<file path="src/rtl/x8_approx_seq_mul_if.sv">
// Handshake/bus bundle for x8_approx_seq_mul.
//   start  : request, operands sampled when start=1 and busy=0
//   a, b   : 8-bit unsigned multiplicand / multiplier
//   busy   : operation in progress
//   done   : single-cycle pulse, result valid and new
//   result : 16-bit product, held until next accepted start
// master = requester (core-side multiply control), slave = multiplier.
interface x8_approx_seq_mul_if;
   logic        start;
   logic [7:0]  a;
   logic [7:0]  b;
   logic        busy;
   logic        done;
   logic [15:0] result;

   modport master (output start, a, b, input busy, done, result);
   modport slave  (input start, a, b, output busy, done, result);
endinterface

</file>
<file path="src/rtl/x8_approx_seq_mul.sv">
// x8_approx_add: 8-bit adder whose N4 low bits are approximate cells.
//   Approximate cell i: sum[i] = a[i] | b[i] (bit 0 also ORs in cin).
//   The exact upper part receives carry a[N4-1] & b[N4-1].
//   N4=0 is a plain exact ripple adder.
//   Ports: a, b (8), cin (1) -> sum (8), cout (1).
//
// x8_approx_seq_mul: iterative 8x8 unsigned shift-and-add multiplier.
//   Each of the 8 partial-product accumulations goes through one x8_approx_add.
//   Ports: clk, rst (sync, active-high), mif (slave modport of x8_approx_seq_mul_if).
//   Latency: start sampled at end of cycle 0, busy cycles 1..8, done/result in cycle 9.
module x8_approx_add #(
   parameter int N4 = 0
) (
   input  logic [7:0] a,
   input  logic [7:0] b,
   input  logic       cin,
   output logic [7:0] sum,
   output logic       cout
);
   generate
      if (N4 == 0) begin : g_exact
         assign {cout, sum} = {1'b0, a} + {1'b0, b} + {8'h00, cin};
      end else if (N4 >= 8) begin : g_all_approx
         assign sum  = (a | b) | {7'h00, cin};
         assign cout = a[7] & b[7];
      end else begin : g_mixed
         localparam int HW = 8 - N4;
         logic carry;
         assign carry          = a[N4-1] & b[N4-1];
         assign sum[N4-1:0]    = (a[N4-1:0] | b[N4-1:0]) | {{(N4-1){1'b0}}, cin};
         assign {cout, sum[7:N4]} = {1'b0, a[7:N4]} + {1'b0, b[7:N4]} + {{HW{1'b0}}, carry};
      end
   endgenerate
endmodule

module x8_approx_seq_mul #(
   parameter int N4 = 0
) (
   input  logic                 clk,
   input  logic                 rst,
   x8_approx_seq_mul_if.slave   mif
);
   typedef enum logic [1:0] {S_IDLE = 2'd0, S_RUN = 2'd1, S_DONE = 2'd2} state_t;

   state_t      state_q, state_d;
   logic [7:0]  mcand_q, mcand_d;
   logic [7:0]  acc_hi_q, acc_hi_d;
   logic [7:0]  acc_lo_q, acc_lo_d;
   logic [3:0]  cnt_q, cnt_d;
   logic [15:0] result_q, result_d;
   logic        busy_q, busy_d;
   logic        done_q, done_d;

   logic [7:0]  add_b;
   logic [7:0]  add_sum;
   logic        add_cout;
   logic [15:0] step_val;
   logic        accept;

   // Zero partial products still go through the adder so the approximation
   // error model is the same on every step.
   assign add_b = acc_lo_q[0] ? mcand_q : 8'h00;

   x8_approx_add #(.N4(N4)) u_add (
      .a    (acc_hi_q),
      .b    (add_b),
      .cin  (1'b0),
      .sum  (add_sum),
      .cout (add_cout)
   );

   // Carry-out becomes the 9th bit shifted into the accumulator.
   assign step_val = {add_cout, add_sum, acc_lo_q[7:1]};
   assign accept   = mif.start && (state_q != S_RUN);

   // State register
   always_ff @(posedge clk) begin
      if (rst) begin
         state_q  <= S_IDLE;
         mcand_q  <= 8'h00;
         acc_hi_q <= 8'h00;
         acc_lo_q <= 8'h00;
         cnt_q    <= 4'd0;
         result_q <= 16'h0000;
         busy_q   <= 1'b0;
         done_q   <= 1'b0;
      end else begin
         state_q  <= state_d;
         mcand_q  <= mcand_d;
         acc_hi_q <= acc_hi_d;
         acc_lo_q <= acc_lo_d;
         cnt_q    <= cnt_d;
         result_q <= result_d;
         busy_q   <= busy_d;
         done_q   <= done_d;
      end
   end

   // Next-state logic. cnt_q==7 is the edge on which the 8th step lands,
   // so cnt reaches 8 as the state enters DONE.
   always_comb begin
      state_d = state_q;
      case (state_q)
         S_IDLE:  if (mif.start) state_d = S_RUN;
         S_RUN:   if (cnt_q == 4'd7) state_d = S_DONE;
         S_DONE:  state_d = mif.start ? S_RUN : S_IDLE;
         default: state_d = S_IDLE;
      endcase
   end

   // Datapath and registered outputs
   always_comb begin
      mcand_d  = mcand_q;
      acc_hi_d = acc_hi_q;
      acc_lo_d = acc_lo_q;
      cnt_d    = cnt_q;
      result_d = result_q;
      if (accept) begin
         mcand_d  = mif.a;
         acc_lo_d = mif.b;
         acc_hi_d = 8'h00;
         cnt_d    = 4'd0;
      end else if (state_q == S_RUN) begin
         {acc_hi_d, acc_lo_d} = step_val;
         cnt_d                = cnt_q + 4'd1;
         if (cnt_q == 4'd7) result_d = step_val;
      end
      busy_d = (state_d == S_RUN);
      done_d = (state_d == S_DONE);
   end

   assign mif.busy   = busy_q;
   assign mif.done   = done_q;
   assign mif.result = result_q;
endmodule

</file>
<file path="src/flat_wrapper.sv">
// flat-port wrapper written by rule: the top's interface ports become plain ports
module x8_approx_seq_mul_flat 
#(
   parameter int N4 = 0
)
  (clk, rst, mif_start, mif_a, mif_b, mif_busy, mif_done, mif_result);
  x8_approx_seq_mul_if mif_i ();
  input  logic clk;
  input  logic rst;
  input wire logic [$bits(mif_i.start)-1:0] mif_start;
  input wire logic [$bits(mif_i.a)-1:0] mif_a;
  input wire logic [$bits(mif_i.b)-1:0] mif_b;
  output wire logic [$bits(mif_i.busy)-1:0] mif_busy;
  output wire logic [$bits(mif_i.done)-1:0] mif_done;
  output wire logic [$bits(mif_i.result)-1:0] mif_result;
  assign mif_i.start = mif_start;
  assign mif_i.a = mif_a;
  assign mif_i.b = mif_b;
  assign mif_busy = mif_i.busy;
  assign mif_done = mif_i.done;
  assign mif_result = mif_i.result;
  x8_approx_seq_mul #(.N4(N4)) u_core (.clk(clk), .rst(rst), .mif(mif_i));
endmodule
</file>
<file path="config.mk">
export PLATFORM = sky130hd
export DESIGN_NAME = x8_approx_seq_mul_flat
export DESIGN_NICKNAME = d
export VERILOG_FILES = /design/src/rtl/x8_approx_seq_mul_if.sv /design/src/rtl/x8_approx_seq_mul.sv /design/src/flat_wrapper.sv
export SDC_FILE = /design/constraint.sdc
export NUM_CORES = 1
export LEC_CHECK = 0
export ABC_AREA = 1
export CORE_MARGIN = 5
export CORE_UTILIZATION = 55
export CTS_BUF_LIST = sky130_fd_sc_hd__clkbuf_4 sky130_fd_sc_hd__clkbuf_8 sky130_fd_sc_hd__clkbuf_16
export CTS_CLUSTER_SIZE = 16
export DETAILED_ROUTE_END_ITERATION = 10
export DONT_BUFFER_PORTS = 1
export GPL_TIMING_DRIVEN = 0
export HOLD_SLACK_MARGIN = 0.06
export PLACE_DENSITY = 0.71
export SLEW_MARGIN = 20
export SYNTH_ARGS = -nofsm -noshare
export SYNTH_HDL_FRONTEND = slang
export SYNTH_SLANG_ARGS = --single-unit
</file>
<file path="constraint.sdc">
create_clock -name clk -period 2.3 [get_ports clk]
set_input_delay 0.345 -clock clk [delete_from_list [all_inputs] [get_ports clk]]
set_output_delay 0.345 -clock clk [all_outputs]
set_load 0.05 [all_outputs]
</file>
==> metrics <==
outcome completed; CTS tree built; pwr dens 705 nW/um^2; Worst slew margin 0.643; post-synth cell types 29; M1 WL around 2300 um; fin crit share 0.850; RR Endpoint u_core.mif.result[13]; Residual DRC 0; worst-margin pin slew roughly 0.53 ns; post-route cell area 2550 sq um; post-cts resize count 0; Hold WC Path Type input pin to register; PortBufs 0; Top FF cell, synth dfxtp_1; Cell Rows 23; Post-Syn Nets 355; synthesis-to-finish area growth 8.53%; I/O Pins 37; Post-synth EDFFs 0; TritonCTS buffer count 5; Post-Route WL 4720 um; Root Buffer clkbuf_8; clk slew on worst S/H paths approximately 0.090 ns; Syn Area/Cell 7.20 sq um; clk_skew 0.0124 ns; Critical Path RT 2.51 ns; Critical Path End Type register; fmax around 510 MHz; grt ovf 0; DR vias 1937; Yosys warning count 0; # nets final 362; Synth Register Bits 48; hold depth 2; die area around 5700 sq um; leakage roughly 1.3 nW; clk_lat worst skew 0.31 ns; pin count of the biggest net entering global routing 17; worst slack, placed 0.388 ns; Met2 Wirelength about 1900 um; # setup viols final 0; die height between 70 and 80 um; RSZ-0062 raised after global routing false; post-CTS setup buffers 0; top post-synthesis cells by area dfxtp_1, nand2_1, inv_1, nor2_1, nand3_1; R2R setup slack 0.35 ns; Max VDD drop 0.463 mV; Max Cap Viol 0; Crit Path Category register to register; core area 4060 sq um; Final Wtd Congestion 0.878; Seq/Total Area, Yosys 0.409; Post-CTS Hold Buffers 0; initial antenna violation count 0; Min-Delay Endpoint u_core.mcand_q[2]; Mapped Area ~2300 sq um; Pins Over Slew Limit 0; first-pass GRT wire length 8270 um; Crit path arrival time 2.17 ns; PnR worst setup slack 0.345 ns; drt wl/cell 12.3 um; starting density of the core 0.578; post-synth top area share 0.409; drt pass-1 iters 4; H-Tree Level Count 2; clk buf depth 2; ANT nets after route 0; DR iter-0 viols between 100 and 150; Worst Min Path Start mif_a[2]; worst r2r src u_core.acc_lo_q[0]; setup tns final 0 ns; Post-synth ARST share 0; vias in the first global route 1770; Post-Place Cell Area 2410 sq um; All-Layer GR Usage 0.193; CP startpoint u_core.acc_lo_q[0]; top layer in use met4; critical path fanouts, max 9; Final Util 0.628; fraction of layout cells with a size suffix above 1 0.0958; Antenna diodes 0; Reg2Reg Depth 13; vias per cell 5.04; startpoint type of the worst setup path register; Syn Inst Count 326; Post-synth top cells nand2_1, inv_1, dfxtp_1, nor2_1, nand3_1; top-count cell post-synth nand2_1; largest area contributor in the netlist dfxtp_1; Post-DP HPWL about 3600 um; clk sinks 48; met3 wire len roughly 350 um; DIE WIDTH 75.3 um; Hold Violations, Final 0; Min Clock Period, post-route 1.95 ns
## power by group
| part | internal [mW] | switching (mW) |
|---|---|---|
| clock network | 0.438 | 0.300 |
| logic | 0.0624 | 0.114 |
| registers | 0.862 | 0.0201 |
## through the flow
stage	cells	total power, mW	hold WS, ns
2_1_floorplan	326	1.04	0.447
3_3_place_gp	376	1.08	0.461
3_5_place_dp	376	1.08	0.468
4_1_cts	384	1.81	0.191
5_1_grt	384	1.88	0.196
6_report	384	1.80	0.198
## layer usage
| metal | track usage | vias up |
|---|---|---|
| met5 | 0 | - |
| met4 | 0.0738 | 0 |
| met3 | 0.0488 | 8 |
| met2 | 0.273 | 62 |
| met1 | 0.280 | 835 |
| li1 | - | 1032 |
## critical path, stage by stage (launching register included)
cell,delay [ns]
dfxtp_1,0.31
clkbuf_1,0.19
nand2_1,0.10
inv_1,0.04
ha_1,0.20
fa_1,0.40
nand2_1,0.09
nand2_1,0.10
nand3_1,0.11
nand2_1,0.06
nand2_1,0.08
nand3_1,0.09
nand2_1,0.07
inv_1,0.03
## final cells by class
cell class | instances | area [sq um]
well taps | 50 | 62.6
clock inverters | 3 | 68.8
clock buffers | 5 | 68.8
inverters | 55 | 206
flip-flops and latches | 48 | 961
plain buffers | 13 | 110
multi-input cells | 210 | 1070
fillers | 407 | 1510
## how the worst max path moves through the flow
stage | slack, ns | to | cells past startpoint
after detailed placement | 0.39 | u_core.mif.result[13] | 13
after global routing | 0.16 | u_core.acc_hi_q[3] | 11
after floorplan | 0.57 | u_core.mif.result[13] | 13
after global placement | 0.40 | u_core.mif.result[13] | 13
after CTS | 0.36 | u_core.mif.result[13] | 13
final | 0.35 | u_core.mif.result[13] | 13
## logic make-up (layout without fill, tap and decap cells)
| kind of cell | Yosys count | count (layout) | share of synthesized area |
|---|---|---|---|
| and+or+nand+nor | 158 | 158 | 0.294 |
| buffers and inverters | 68 | 76 | 0.135 |
| DFF | 48 | 48 | 0.409 |
| AOI/OAI and AO/OA | 40 | 40 | 0.0975 |
| adders and majority gates | 10 | 10 | 0.0565 |
| xor gates and xnor gates | 2 | 2 | 0.00746 |
## sequential cells by signal (all words and copies together) (netlist names)
name	flops
u_core.mcand_q	8
u_core.mif.result	16
u_core.acc_lo_q	8
u_core.state_q	2
u_core.cnt_q	4
u_core.mif.busy	1
u_core.acc_hi_q	8
u_core.mif.done	1
## placed cells by master (no fill, tap or decap)
cell type,n
clkbuf_1,1
o221ai_1,4
xor2_1,2
bufinv_16,2
inv_1,52
a211oi_2,1
inv_6,1
or2_1,2
a21oi_2,1
nand3_1,31
inv_2,3
o21ai_1,6
nor3_1,2
nand2_2,2
buf_6,5
buf_2,4
nand3_2,2
buf_4,2
nor2_8,1
o21ai_0,19
a21oi_1,8
ha_1,9
nand3b_1,2
nand2_1,68
nor2_1,46
fa_1,1
buf_8,1
or2_2,1
o21a_1,1
nand2_4,1
clkbuf_8,5
dfxtp_1,48
(Power assumes the default switching activity.)
